<file path="config.mk">
export PLATFORM = sky130hd
export DESIGN_NAME = regwr_arbiter
export DESIGN_NICKNAME = d
export VERILOG_FILES = /design/src/rtl/cpu_pkg.sv /design/src/rtl/regwr_arbiter_rr_pick.sv /design/src/rtl/regwr_arbiter.sv
export SDC_FILE = /design/constraint.sdc
export NUM_CORES = 1
export LEC_CHECK = 0
export BUFFER_PORTS_ARGS = -buffer_cell sky130_fd_sc_hd__buf_2
export CORE_AREA = 2 2 141 143
export DETAILED_ROUTE_END_ITERATION = 8
export DIE_AREA = 0 0 143 145
export PLACE_DENSITY = 0.62
export SLEW_MARGIN = 5
export SYNTH_ARGS = -nofsm -noshare
export SYNTH_HDL_FRONTEND = slang
export SYNTH_SLANG_ARGS = --single-unit
</file>
<file path="constraint.sdc">
create_clock -name clk -period 4.35 [get_ports clk]
set_clock_uncertainty 0.1 [all_clocks]
set_input_delay 0.6525 -clock clk [delete_from_list [all_inputs] [get_ports clk]]
set_output_delay 0.6525 -clock clk [all_outputs]
set_load 0.1 [all_outputs]
</file>
<file path="src/rtl/cpu_pkg.sv">
`default_nettype none
// ============================================================================
// Module      : cpu_pkg
// Description : Shared architectural definitions for the execution domain's
//               register bank (g0-g15, fp, sp) and its write requests.
// Revision    : 1.0 - initial release
// ============================================================================
package cpu_pkg;

    // Architectural register indices
    localparam int REG_G0    = 0;
    localparam int REG_G1    = 1;
    localparam int REG_G2    = 2;
    localparam int REG_G3    = 3;
    localparam int REG_G4    = 4;
    localparam int REG_G5    = 5;
    localparam int REG_G6    = 6;
    localparam int REG_G7    = 7;
    localparam int REG_G8    = 8;
    localparam int REG_G9    = 9;
    localparam int REG_G10   = 10;
    localparam int REG_G11   = 11;
    localparam int REG_G12   = 12;
    localparam int REG_G13   = 13;
    localparam int REG_G14   = 14;
    localparam int REG_G15   = 15;
    localparam int REG_FP    = 16;
    localparam int REG_SP    = 17;
    localparam int NREG_ARCH = 18;

    typedef logic [4:0]  regidx_t;
    typedef logic [63:0] regval_t;

    typedef struct packed {
        regidx_t idx;
        regval_t data;
    } wr_req_t;

endpackage : cpu_pkg
`default_nettype wire

</file>
<file path="src/rtl/regwr_arbiter_rr_pick.sv">
`default_nettype none
// ============================================================================
// Module      : rr_pick
// Description : Combinational round-robin picker. Scans the valid vector
//               starting at ptr (wrapping mod N) and returns the first set
//               entry as a one-hot grant plus its index.
// Revision    : 1.0 - initial release
// ============================================================================
module rr_pick #(
    parameter int N     = 4,
    parameter int PTR_W = $clog2(N)
) (
    input  logic [N-1:0]     valid,
    input  logic [PTR_W-1:0] ptr,
    output logic [N-1:0]     grant,
    output logic [PTR_W-1:0] idx,
    output logic             any
);

    logic [PTR_W:0] w_pos;

    // Walk offsets from far to near so the nearest valid entry is assigned last
    always_comb begin
        w_pos = '0;
        idx   = '0;
        grant = '0;
        any   = |valid;
        for (int k = N - 1; k >= 0; k--) begin
            w_pos = {1'b0, ptr} + (PTR_W + 1)'(k);
            if (w_pos >= (PTR_W + 1)'(N)) begin
                w_pos = w_pos - (PTR_W + 1)'(N);
            end
            if (valid[w_pos[PTR_W-1:0]]) begin
                idx = w_pos[PTR_W-1:0];
            end
        end
        grant[idx] = any;
    end

endmodule : rr_pick
`default_nettype wire

</file>
<file path="src/rtl/regwr_arbiter.sv">
`default_nettype none
// ============================================================================
// Module      : regwr_arbiter
// Description : Round-robin write-port arbiter for the register bank. Grants
//               one of NREQ producers per cycle, drives a registered write
//               port and flags out-of-range indices as a sticky error.
//               Optional build macro REGWR_ARB_STATS_EN adds per-requester
//               16-bit saturating grant counters.
// Revision    : 1.0 - initial release
// ============================================================================
module regwr_arbiter
    import cpu_pkg::*;
#(
    parameter int NREQ   = 4,
    parameter int DATA_W = $bits(regval_t),
    parameter int IDX_W  = $bits(regidx_t),
    parameter int NREG   = NREG_ARCH
) (
    input  logic                    clk,
    input  logic                    reset,
    input  logic                    freeze,
    input  logic [NREQ-1:0]         req_valid,
    output logic [NREQ-1:0]         req_ready,
    input  logic [NREQ*IDX_W-1:0]   req_idx,
    input  logic [NREQ*DATA_W-1:0]  req_data,
    output logic                    wr_en,
    output logic [IDX_W-1:0]        wr_idx,
    output logic [DATA_W-1:0]       wr_data,
    output logic                    err_flag,
    output logic [IDX_W-1:0]        err_idx,
    input  logic                    err_clr
`ifdef REGWR_ARB_STATS_EN
    ,
    input  logic [$clog2(NREQ)-1:0] stat_sel,
    output logic [15:0]             stat_count,
    input  logic                    stat_clr
`endif
);

    localparam int c_PTR_W = $clog2(NREQ);

    logic [c_PTR_W-1:0] r_rr_ptr;
    logic [NREQ-1:0]    w_onehot;
    logic [c_PTR_W-1:0] w_win;
    logic               w_any;
    logic               w_grant;
    logic [IDX_W-1:0]   w_sel_idx;
    logic [DATA_W-1:0]  w_sel_data;
    logic               w_in_range;
    logic               w_new_err;
    logic [c_PTR_W-1:0] w_ptr_nxt;

    rr_pick #(
        .N     (NREQ),
        .PTR_W (c_PTR_W)
    ) u_pick (
        .valid (req_valid),
        .ptr   (r_rr_ptr),
        .grant (w_onehot),
        .idx   (w_win),
        .any   (w_any)
    );

    // Grant qualification and winner payload selection
    always_comb begin
        w_grant    = w_any & ~freeze & reset;
        req_ready  = w_grant ? w_onehot : '0;
        w_sel_idx  = req_idx[w_win*IDX_W +: IDX_W];
        w_sel_data = req_data[w_win*DATA_W +: DATA_W];
        w_in_range = (w_sel_idx < IDX_W'(NREG));
        w_new_err  = w_grant & ~w_in_range;
        w_ptr_nxt  = (w_win == c_PTR_W'(NREQ - 1)) ? '0 : w_win + c_PTR_W'(1);
    end

    // Round-robin pointer advances past the winner on every grant
    always_ff @(posedge clk or negedge reset) begin
        if (!reset) begin
            r_rr_ptr <= '0;
        end else if (w_grant) begin
            r_rr_ptr <= w_ptr_nxt;
        end
    end

    // Registered write port; index/data hold while no write is issued
    always_ff @(posedge clk or negedge reset) begin
        if (!reset) begin
            wr_en   <= 1'b0;
            wr_idx  <= '0;
            wr_data <= '0;
        end else begin
            wr_en <= w_grant & w_in_range;
            if (w_grant && w_in_range) begin
                wr_idx  <= w_sel_idx;
                wr_data <= w_sel_data;
            end
        end
    end

    // Sticky error: first bad index wins, but a new error beats a same-cycle clear
    always_ff @(posedge clk or negedge reset) begin
        if (!reset) begin
            err_flag <= 1'b0;
            err_idx  <= '0;
        end else if (w_new_err) begin
            err_flag <= 1'b1;
            if (!err_flag || err_clr) begin
                err_idx <= w_sel_idx;
            end
        end else if (err_clr) begin
            err_flag <= 1'b0;
            err_idx  <= '0;
        end
    end

`ifdef REGWR_ARB_STATS_EN
    logic [15:0] r_stat_cnt [NREQ];

    // Saturating per-requester grant counters; a clear drops same-cycle grants
    always_ff @(posedge clk or negedge reset) begin
        if (!reset) begin
            for (int i = 0; i < NREQ; i++) begin
                r_stat_cnt[i] <= '0;
            end
        end else begin
            for (int i = 0; i < NREQ; i++) begin
                if (stat_clr) begin
                    r_stat_cnt[i] <= '0;
                end else if (req_ready[i] && (r_stat_cnt[i] != 16'hFFFF)) begin
                    r_stat_cnt[i] <= r_stat_cnt[i] + 16'd1;
                end
            end
        end
    end

    assign stat_count = r_stat_cnt[stat_sel];
`endif

endmodule : regwr_arbiter
`default_nettype wire

</file>
==> summary.md, run 1 <==
| Metric | Value |
|---|---|
| Die area | `between 0.02 and 0.025 mm^2` |
| Mux contribution to synthesized area | `16.01%` |
| Flop-to-flop setup slack | `1.17 ns` |
| Routed wire length | `18.65 mm` |
| Largest family of logic cells by synthesized area | `simple AND/OR/NAND/NOR gates` |
| Max Transition Viols Final | `0` |
| GR Util All Layers | `17.22%` |
| Iteration-0 DRC Markers | `209` |
| Worst path most repeated cell | `and2_1` |
| Measured slew at the worst slew-check pin | `slightly above 0.7 ns` |
| Routed wire per std cell | `between 10 and 15 um` |
| WP data arrival | `2.83 ns` |
| Reg2Reg Depth | `9` |
| Clock share of power | `between 10% and 20%` |
| RSZ-0062 raised after global routing | `no` |
| Largest net degree at the start of global routing | `73` |
| Final setup fails | `0` |
| Peak supply drop | `0.4709 mV` |
| Combinational fraction of design power | `between 70% and 80%` |
| Status | `finished, final reports clean` |
| Leak Pwr | `4.088 nW` |
| Antenna violations before repair | `1` |
| Post-DR vias/cell | `4.762` |
| Io pins | `364` |
| Unique masters post-synth | `33` |
| Final Hold Vio Count | `0` |
| Syn Area/Cell | `7.864 um^2` |
| Met3 global-route usage | `4.026%` |
| Yosys warns | `0` |
| Sequential cell area fraction in the yosys report | `between 30% and 40%` |
| Dpl hpwl | `14.53 mm` |
| Layout cells sized above 1 | `46.07%` |
| FF-to-FF End | `wr_data[35]` |
| Flop pwr share | `18.7%` |
| Hold crit path type | `primary input to asynchronous set/reset pin` |
| Worst EP required | `~3.6 ns` |
| Starting Density | `27.14%` |
| Fin crit share | `82.29%` |
| Net switching power | `4.188 mW` |
| Buf/Inv on CP | `3` |
| CP max-delay cell | `dfrtp_1` |
| Compound-Gate Fraction of Synth Area | `10.49%` |
| Clk slew on worst S/H paths | `0.06 ns` |
| Mapped Area | `0.005214 mm^2` |
| Grt total ovfl | `0` |
| Delay of the slowest critical-path stage | `0.44 ns` |
| GRT busiest layer | `met2` |
| Final TNS setup | `0 ns` |
| Met1 usage in global routing | `20.01%` |
| XOR/XNOR share of the synthesized area | `0%` |
| MaxCap Viol Count | `0` |
| Die X-Extent | `143 um` |
| Clock Sinks | `78` |
| Register bit total from synthesis | `78` |
| H-tree Lvls | `3` |
| Post-Synthesis Cells | `663` |
| CP startpoint | `r_rr_ptr[1]` |
| IO buf count | `363` |
| Post-layout util | `between 30% and 40%` |
| Synth-to-Final Area Change | `45.38%` |
| Total core area | `0.01921 mm^2` |
| DRC | `0` |
| First-pass GRT wire length | `28.75 mm` |
| Drt pass-1 iters | `4` |
| Row cnt | `51` |
| Routed Antenna Nets | `0` |
| Switching Share | `62.15%` |
| R2R Path Start | `r_rr_ptr[1]` |
| PD cells | `888.9 mW/mm^2` |
| Synthesized Nets | `951` |
| Clk_lat worst skew | `0.33 ns` |
| Slew HR | `between 50% and 60%` |
| Synth Area in Simple Gates | `30.55%` |
| Clk root buf | `clkbuf_16` |
| Via count | `6053` |
| Post-route minimum period | `3.579 ns` |
| Critical Path Sink Type | `output port` |
| M2 GR Usage | `31.36%` |
| Vias in the first global route | `5715` |
| Delay-heaviest family, CP | `buffers and inverters` |
| Cell Int Power | `2.550 mW` |
| Final Wtd Congestion | `approximately 0.86` |
| Crit Path Category | `flip-flop to output port` |
| Hold Buf Count CTS | `0` |
| CP Launch Type | `flip-flop` |
| CP Max Fanout | `37` |
| CTS buffer count | `9` |
| Setup bufs post-CTS | `0` |
| Post-cts sizing count | `0` |
| CTS tree | `built` |
| Fin nets | `1288` |
| Synth Area in Adders | `0.9599%` |
| Die Ht | `145 um` |
| Clk buf depth | `2` |
| Max Freq | `0.2794 GHz` |
| CP cell instances | `and2_1 -> o21a_1 -> nor3_4 -> inv_2 -> buf_4 -> ha_1 -> and2_1 -> buf_2` |
registers in the layout, summed over array words and instances, names as in the netlist:
name,flops
err_idx,5
wr_en,1
wr_idx,5
wr_data,64
r_rr_ptr,2
err_flag,1
per-layer routing:
| layer | up-vias | share of wire, % |
|---|---|---|
| li1 | 2942 | - |
| met1 | 2845 | 40 |
| met2 | 249 | 51 |
| met3 | 17 | 7.5 |
| met4 | 0 | 1.3 |
| met5 | - | 0 |
how the worst max path moves through the flow:
stage,to,slack [ns],depth (start not counted)
after floorplan,req_ready[2],0.78,7
after global placement,req_ready[2],0.82,9
after detailed placement,req_ready[2],0.77,9
after CTS,req_ready[2],0.73,8
after global routing,req_ready[2],0.55,8
final,req_ready[2],0.77,8
layout by cell type, fill, tap and decap left out, drive strengths merged, types with 8 or more instances in the layout:
master,count
dfrtp,78
clkbuf,11
a31oi,64
inv,12
buf,375
and3,64
nand3,12
mux2,67
nand2,262
mux2i,8
cell families after synthesis:
logic type | Yosys count
multiplexers | 75
adder cells (fa/ha/maj) | 4
AO/OA/AOI/OAI | 85
flip-flops | 78
AND/OR/NAND/NOR | 360
buffers and inverters | 61
layout make-up:
class | count | area, um^2
repair buffers | 375 | 1909
fillers | 1980 | 11630
diodes | 1 | 2.502
clock buffers | 11 | 242.7
well taps | 265 | 331.6
multi-input cells | 524 | 3035
inverters | 12 | 47.55
clock inverters | 5 | 58.81
flip-flops and latches | 78 | 1952
Yosys cell counts:
library cell,instances,area [um^2]
nor4_1,2,12.51
nor2_4,1,11.26
or2_2,1,6.260
buf_2,7,35.03
nand2b_1,7,43.79
clkbuf_1,38,142.6
mux2i_1,8,80.08
nand3_1,12,60.06
dfrtp_1,78,1952
o211a_1,2,20.02
o211ai_1,1,7.510
buf_1,4,15.01
nor3b_1,1,7.510
o32ai_1,4,35.03
or3_1,1,6.260
a21o_1,1,7.510
ha_1,4,50.05
a222oi_1,1,10.01
and3_1,64,400.4
and2_1,5,31.28
o21ai_1,1,5.000
o21a_1,1,7.510
nand2_1,262,983.4
mux2_2,67,754.5
a21oi_1,2,10.01
nor3_4,1,16.27
o22ai_1,1,6.260
nor2_1,2,7.510
a31oi_1,64,400.4
nor2b_1,1,6.260
a22oi_1,1,7.510
o21ai_0,6,30.03
inv_1,12,45.04
power groups by stage:
stage               registers (mW)  clock network [mW]  logic (mW)
global route                  1.31               0.815        4.94
floorplan                     3.77                   0        1.31
detailed placement            1.27                   0        4.74
finish                        1.26               0.761        4.72
CTS                           1.26               0.787        4.75
global placement              1.25                   0        4.73
per-stage QoR:
| stage | worst slack [ns] | power (mW) | instance area, um^2 | std cells | hold slack, ns |
|---|---|---|---|---|---|
| 3_5_place_dp | 0.7687 | 6.007 | 7276 | 1254 | 0.3875 |
| 6_report | 0.7706 | 6.738 | 7580 | 1271 | 0.3208 |
| 2_1_floorplan | 0.7787 | 5.080 | 5214 | 663 | 0.2569 |
| 5_1_grt | 0.5455 | 7.067 | 7577 | 1270 | 0.3579 |
| 3_3_place_gp | 0.8165 | 5.982 | 7276 | 1254 | 0.3819 |
| 4_1_cts | 0.7301 | 6.795 | 7577 | 1270 | 0.3465 |
Note: power is estimated with default switching activity, not from simulation.
==> inputs of run 2 (changes only) <==
==> constraint.sdc (replaced) <==
create_clock -name clk -period 3.3 [get_ports clk]
set_clock_uncertainty 0.1 [all_clocks]
set_input_delay 0.495 -clock clk [delete_from_list [all_inputs] [get_ports clk]]
set_output_delay 0.495 -clock clk [all_outputs]
set_load 0.1 [all_outputs]
==> run 2 against run 1 <==
  * First-iteration DRC count decreased by 10%
  * Flip-flop and latch count unchanged
  * Critical endpoint is now req_ready[0]
  * Routed wire length is 0.28% higher
  * Non-clock buffer count up 2
  * Sequential share of layout area fell by 0.43 points
  * Critical path depth stayed put
  * Utilization rose by 0.67 points
  * Sequential power is 32% higher
  * Register-to-register slack got worse by 0.79 ns
  * Die area unchanged
  * Design area grew 1.7%
==> summary.md, run 2 (synthesis gave the netlist of run 1 again) <==
| Metric | Value |
|---|---|
| Largest register FFs | `64 (unchanged)` |
| CP Launch Type | `flip-flop` |
| Routed wire length | `18.70 mm (+0.28%)` |
| GR Util All Layers | `17.55% (+0.33 points)` |
| Row cnt | `51 (unchanged)` |
| CTS tree | `built` |
| Delay of the slowest critical-path stage | `0.45 ns (about the same)` |
| Die area | `0.02074 mm^2 (unchanged)` |
| CP Max Fanout | `26 (-30%)` |
| H-tree Lvls | `3 (unchanged)` |
| Worst path most repeated cell | `and2_1` |
| Measured slew at the worst slew-check pin | `0.7170 ns (-0.0006329 ns)` |
| Hold Buf Count CTS | `0 (unchanged)` |
| Hold crit path type | `primary input to asynchronous set/reset pin` |
| Routed Antenna Nets | `0 (unchanged)` |
| Iteration-0 DRC Markers | `188 (-10%)` |
| Slew HR | `52.20% (about the same)` |
| Register with the most flip-flops | `wr_data` |
| MaxCap Viol Count | `0 (unchanged)` |
| Clk buf depth | `2 (unchanged)` |
| Leak Pwr | `4.144 nW (+1.4%)` |
| Synth-to-Final Area Change | `47.85%` |
| Layout cells sized above 1 | `46.22% (+0.15 points)` |
| Dpl hpwl | `14.75 mm (+1.6%)` |
| Peak supply drop | `0.4195 mV (-11%)` |
| Fin crit share | `94.83%` |
| Routed wire per std cell | `14.70 um (+0.20%)` |
| Status | `finished, final reports clean` |
| Filler cell count | `2046 (+3.3%)` |
| Via count | `6013 (-0.66%)` |
| Critical Path Sink Type | `output port` |
| Final Hold Vio Count | `0 (unchanged)` |
| Setup bufs post-CTS | `0 (unchanged)` |
| Pre-CTS WS | `0.1811 ns (-0.5876 ns)` |
| Io pins | `364 (unchanged)` |
| Clk_lat worst skew | `0.33 ns (about the same)` |
| Clk slew on worst S/H paths | `0.06 ns (about the same)` |
| Starting Density | `27.14% (unchanged)` |
| Non-Filler Instances | `1272 (+0.079%)` |
| Cells after DPL | `1256 (+0.16%)` |
| Commonest non-fill, non-tap cells in the layout | `buf_2 (359), nand2_1 (262), dfrtp_1 (78)` |
| Worst EP required | `2.70 ns (-0.90 ns)` |
| Vias in the first global route | `5887 (+3.0%)` |
| Max Transition Viols Final | `0 (unchanged)` |
| Final Wtd Congestion | `0.8568 (-0.48%)` |
| Clock Sinks | `78 (unchanged)` |
| Final TNS setup | `0 ns (unchanged)` |
| CP max-delay cell | `dfrtp_1` |
| Final setup fails | `0 (unchanged)` |
| First-pass GRT wire length | `29.00 mm (+0.89%)` |
| Total core area | `0.01921 mm^2 (unchanged)` |
| Antenna violations before repair | `2 (+1)` |
| DRC | `0 (unchanged)` |
| Fin nets | `1290 (+0.16%)` |
| Grt total ovfl | `0 (unchanged)` |
| WP data arrival | `2.53 ns (-0.30 ns)` |
| PD cells | `1177 mW/mm^2 (+32%)` |
| Post-DR vias/cell | `4.727 (-0.74%)` |
| Clk root buf | `clkbuf_16` |
| Max Freq | `0.3196 GHz` |
| Biggest registers after layout | `wr_data (64), err_idx (5), wr_idx (5)` |
| CTS buffer count | `9 (unchanged)` |
| RSZ-0062 raised after global routing | `no` |
| Largest net degree at the start of global routing | `61 (-16%)` |
| Final WS setup | `0.1708 ns (-0.5998 ns)` |
| CP cell instances | `and2_1 -> o211a_1 -> nor2_4 -> buf_6 -> inv_4 -> ha_1 -> and2_1 -> clkbuf_4` |
| Most common cell after layout, fill and taps aside | `buf_2` |
| IO buf count | `363 (unchanged)` |
| Drt pass-1 iters | `6 (+2)` |
| Die Ht | `145 um (unchanged)` |
| Crit Path Category | `flip-flop to output port` |
| Post-route minimum period | `3.129 ns` |
| Die X-Extent | `143 um (unchanged)` |
## run 2: worst paths after layout
check | to | depth (start not counted) | startpoint | slack, ns
setup / recovery | req_ready[0] | 8 | r_rr_ptr[1] | 0.17
hold / removal | wr_data[60] | 2 | reset | 0.15
setup reg to reg | wr_data[50] | 8 | r_rr_ptr[1] | 0.38
hold reg to reg | wr_data[36] | 1 | wr_data[36] | 0.40
max in group asynchronous | wr_data[56] | 3 | reset | 2.00
min in group clk | err_idx[0] | 2 | err_clr | 0.34
## run 2: per-stage QoR
stage	hold WS, ns	power [mW]	util (%)	area [um^2]
3_5_place_dp	0.3881	7.978	38.31	7358
5_1_grt	0.2008	9.529	40.12	7706
6_report	0.1476	9.070	40.13	7709
3_3_place_gp	0.3831	7.921	38.31	7358
2_1_floorplan	0.09941	6.697	-	5214
4_1_cts	0.1684	9.151	40.09	7700
## run 2: layout make-up
| cell class | count | area, um^2 | area share [%] |
|---|---|---|---|
| Sequential cell | 78 | 1952 | 25.32 |
| Timing Repair Buffer | 377 | 1998 | 25.92 |
| Antenna cell | 1 | 2.502 | 0.03246 |
| Clock inverter | 4 | 95.09 | 1.234 |
| Multi-Input combinational cell | 524 | 3039 | 39.43 |
| Inverter | 12 | 47.55 | 0.6168 |
| Tap cell | 265 | 331.6 | 4.301 |
| Clock buffer | 11 | 242.7 | 3.149 |
## run 2: worst max-delay path, delay by kind of cell, from the launching register on
kind,cells,cell delay (ns)
AO/OA/AOI/OAI,1,0.32
adder cells (fa/ha/maj),1,0.22
buffers and inverters,3,0.67
flip-flops,1,0.45
AND/OR/NAND/NOR,3,0.53
## run 2: power breakdown
group / switching, mW / internal, mW
sequential: 0.236 / 1.42
combinational: 4.89 / 1.38
clock: 0.381 / 0.754
## run 2: routing by layer
metal,part of all wire [%],track usage [%]
met5,0.070,0
met1,39,19.76
met2,50,31.67
met3,8.0,4.422
met4,2.3,6.238
## run 2: timing repair
action / 4_1_cts / 5_1_grt
gates resized for setup: 1 / 2
pin swaps: 0 / 1
endpoints found under the setup margin: 1 / 4
==> inputs of run 3 (changes only) <==
--- a/config.mk
+++ b/config.mk
@@ -5,10 +5,11 @@
 export SDC_FILE = /design/constraint.sdc
 export NUM_CORES = 1
 export LEC_CHECK = 0
+export ABC_AREA = 1
 export BUFFER_PORTS_ARGS = -buffer_cell sky130_fd_sc_hd__buf_2
-export CORE_AREA = 2 2 141 143
+export CORE_AREA = 2 2 140 142
 export DETAILED_ROUTE_END_ITERATION = 8
-export DIE_AREA = 0 0 143 145
+export DIE_AREA = 0 0 142 144
 export PLACE_DENSITY = 0.62
 export SLEW_MARGIN = 5
 export SYNTH_ARGS = -nofsm -noshare
==> run 3 against run 2 <==
  * Worst setup slack better by 0.11 ns
  * Register-to-register slack better by 0.11 ns
  * Flip-flop and latch count unchanged
  * Synthesized cell count up 18%
  * Routed wire length up 7.4%
  * Via count up 7.0%
  * Clock-buffer cell count up 1
  * Die area down 1.4%
  * Critical endpoint is now req_ready[2]
==> summary.md, run 3 <==
| Metric | Value |
|---|---|
| Layout cells sized above 1 | `37.13% (-9.1 points)` |
| Clk_lat worst skew | `0.33 ns (about the same)` |
| Biggest registers after layout | `wr_data (64), err_idx (5), wr_idx (5)` |
| EDFF count, synth | `0 (unchanged)` |
| Hold crit path type | `primary input to asynchronous set/reset pin` |
| Commonest non-fill, non-tap cells in the layout | `buf_2 (358), nand2_1 (243), o21ai_0 (133)` |
| M2 GR Usage | `33.89% (+2.2 points)` |
| Cells after DPL | `1338 (+6.5%)` |
| Area leader, netlist | `dfrtp_1` |
| H-tree Lvls | `3 (unchanged)` |
| RSZ-0062 raised after global routing | `no` |
| Post-Synthesis Cells | `783 (+18%)` |
| Largest net degree at the start of global routing | `73 (+20%)` |
| Routed Antenna Nets | `0 (unchanged)` |
| MaxCap Viol Count | `0 (unchanged)` |
| Row cnt | `51 (unchanged)` |
| Largest register FFs | `64 (unchanged)` |
| CP Launch Type | `flip-flop` |
| WP data arrival | `2.43 ns (-0.10 ns)` |
| Clk root buf | `clkbuf_16` |
| Register bit total from synthesis | `78 (unchanged)` |
| Drt pass-1 iters | `4 (-2)` |
| Die Ht | `144 um (-0.69%)` |
| Measured slew at the worst slew-check pin | `0.6815 ns (-0.03548 ns)` |
| GRT busiest layer | `met2` |
| Final TNS setup | `0 ns (unchanged)` |
| Register with the most flip-flops | `wr_data` |
| Final Wtd Congestion | `0.8631 (+0.74%)` |
| Post-route minimum period | `3.021 ns (-0.1084 ns)` |
| Max Freq | `0.3310 GHz (+3.6%)` |
| Most common cell after layout, fill and taps aside | `buf_2` |
| First-pass GRT wire length | `29.06 mm (+0.21%)` |
| Mapped Area | `0.005202 mm^2 (-0.22%)` |
| CP Max Fanout | `31 (+19%)` |
| Final Hold Vio Count | `0 (unchanged)` |
| Dpl hpwl | `14.88 mm (+0.88%)` |
| Ranking of synthesized cells by area | `dfrtp_1 (38%), nand2_1 (18%), o21ai_0 (13%)` |
| Grt total ovfl | `0 (unchanged)` |
| Syn Area/Cell | `6.644 um^2 (-16%)` |
| Routed wire length | `20.09 mm (+7.4%)` |
| Met3 global-route usage | `3.907% (-0.52 points)` |
| Via count | `6433 (+7.0%)` |
| Clock Sinks | `78 (unchanged)` |
| Yosys warns | `0 (unchanged)` |
| DRC | `0 (unchanged)` |
| Commonest register cell after synthesis | `dfrtp_1` |
| Non-Filler Instances | `1353 (+6.4%)` |
| Post-DR vias/cell | `4.755 (+0.58%)` |
| Fin nets | `1399 (+8.4%)` |
| Routed wire per std cell | `14.85 um (+1.0%)` |
| Starting Density | `27.27% (+0.12 points)` |
| GR Util All Layers | `18.29% (+0.73 points)` |
| Crit Path Category | `flip-flop to output port` |
| Flop-to-flop setup slack | `0.49 ns (+0.11 ns)` |
| Vias in the first global route | `5672 (-3.7%)` |
| Unique masters post-synth | `29 (-12%)` |
| Slew HR | `54.57% (+2.4 points)` |
| CTS buffer count | `9 (unchanged)` |
| Count leader, synth | `nand2_1` |
| Status | `finished, final reports clean` |
| Met1 usage in global routing | `20.35% (+0.59 points)` |
| Clk buf depth | `2 (unchanged)` |
| Die area | `0.02045 mm^2 (-1.4%)` |
| Synth-to-Final Area Change | `45.09%` |
| Post-synth top cells | `nand2_1 (243), nor2_1 (134), o21ai_0 (133)` |
| Io pins | `364 (unchanged)` |
| Clk slew on worst S/H paths | `0.06 ns (about the same)` |
| Total core area | `0.01908 mm^2 (-0.66%)` |
| Ant. Diodes | `0 (-1)` |
| Fin crit share | `91.54% (-3.3 points)` |
| Synthesized Nets | `1071 (+13%)` |
| Critical Path Sink Type | `output port` |
| Iteration-0 DRC Markers | `221 (+18%)` |
| Antenna violations before repair | `0 (-2)` |
| CTS tree | `built` |
| Async SR Flop Fraction | `100.0% (unchanged)` |
| Worst EP required | `2.70 ns (about the same)` |
| Yosys top cell area share | `37.52% (+0.081 points)` |
| IO buf count | `363 (unchanged)` |
| Final setup fails | `0 (unchanged)` |
| Max Transition Viols Final | `0 (unchanged)` |
| Sequential cell area fraction in the yosys report | `37.52% (+0.081 points)` |
| Die X-Extent | `142 um (-0.70%)` |
## run 3: through the flow
stage	hold WS (ns)	worst slack (ns)	cell area, um^2	utilization, %
floorplan	0.09941	0.04259	5213	-
global placement	0.3572	0.3233	7216	37.82
detailed placement	0.3595	0.2263	7216	37.82
CTS	0.1061	0.05216	7540	39.52
global route	0.1276	0.08632	7548	39.56
finish	0.09259	0.2791	7548	39.56
## run 3: repair_timing
item | in CTS | in global routing
hold buffers | 0 | 0
endpoints found under the setup margin | 0 | 70
setup buffers | 0 | 0
gates resized for setup | 0 | 3
## run 3: layout make-up
type	instances	area, um^2
fillers	2083	11530
multi-input cells	623	2860
repair buffers	376	2022
flip-flops and latches	78	1953
well taps	238	297.8
clock buffers	12	256.5
inverters	23	91.34
clock inverters	3	67.56
## run 3: kinds of logic after synthesis
family / synth area share, %
fa+ha+maj: 0.9620
compound gates: 22.22
flops: 37.52
buf+inv: 7.744
simple gates: 31.55
## run 3: worst paths after layout
kind,start,end,cells after the start
max,r_rr_ptr[0],req_ready[2],10
min reg2reg,wr_data[56],wr_data[56],2
max reg2reg,r_rr_ptr[1],wr_data[8],12
min in group clk,err_clr,err_flag,4
min,reset,wr_data[34],2
max in group asynchronous,reset,r_rr_ptr[0],3
## run 3: routing by layer
metal  wire, um  part of all wire [%]
met2      10160                    51
met1       8172                    41
met5          0                     0
met3       1267                   6.3
met4        488                   2.4
## run 3: critical path: stages, from the launching register on
cell	delay [ns]
dfrtp_2	0.48
inv_2	0.07
nand2_1	0.11
nand3_1	0.09
a21boi_2	0.18
a31oi_4	0.28
buf_6	0.29
ha_1	0.19
inv_1	0.05
nor2_2	0.14
buf_12	0.19
Power of run 3 is left out: the tool's default activity adds up to more than one toggle a clock period on the data nets, which glitch-free logic cannot reach.
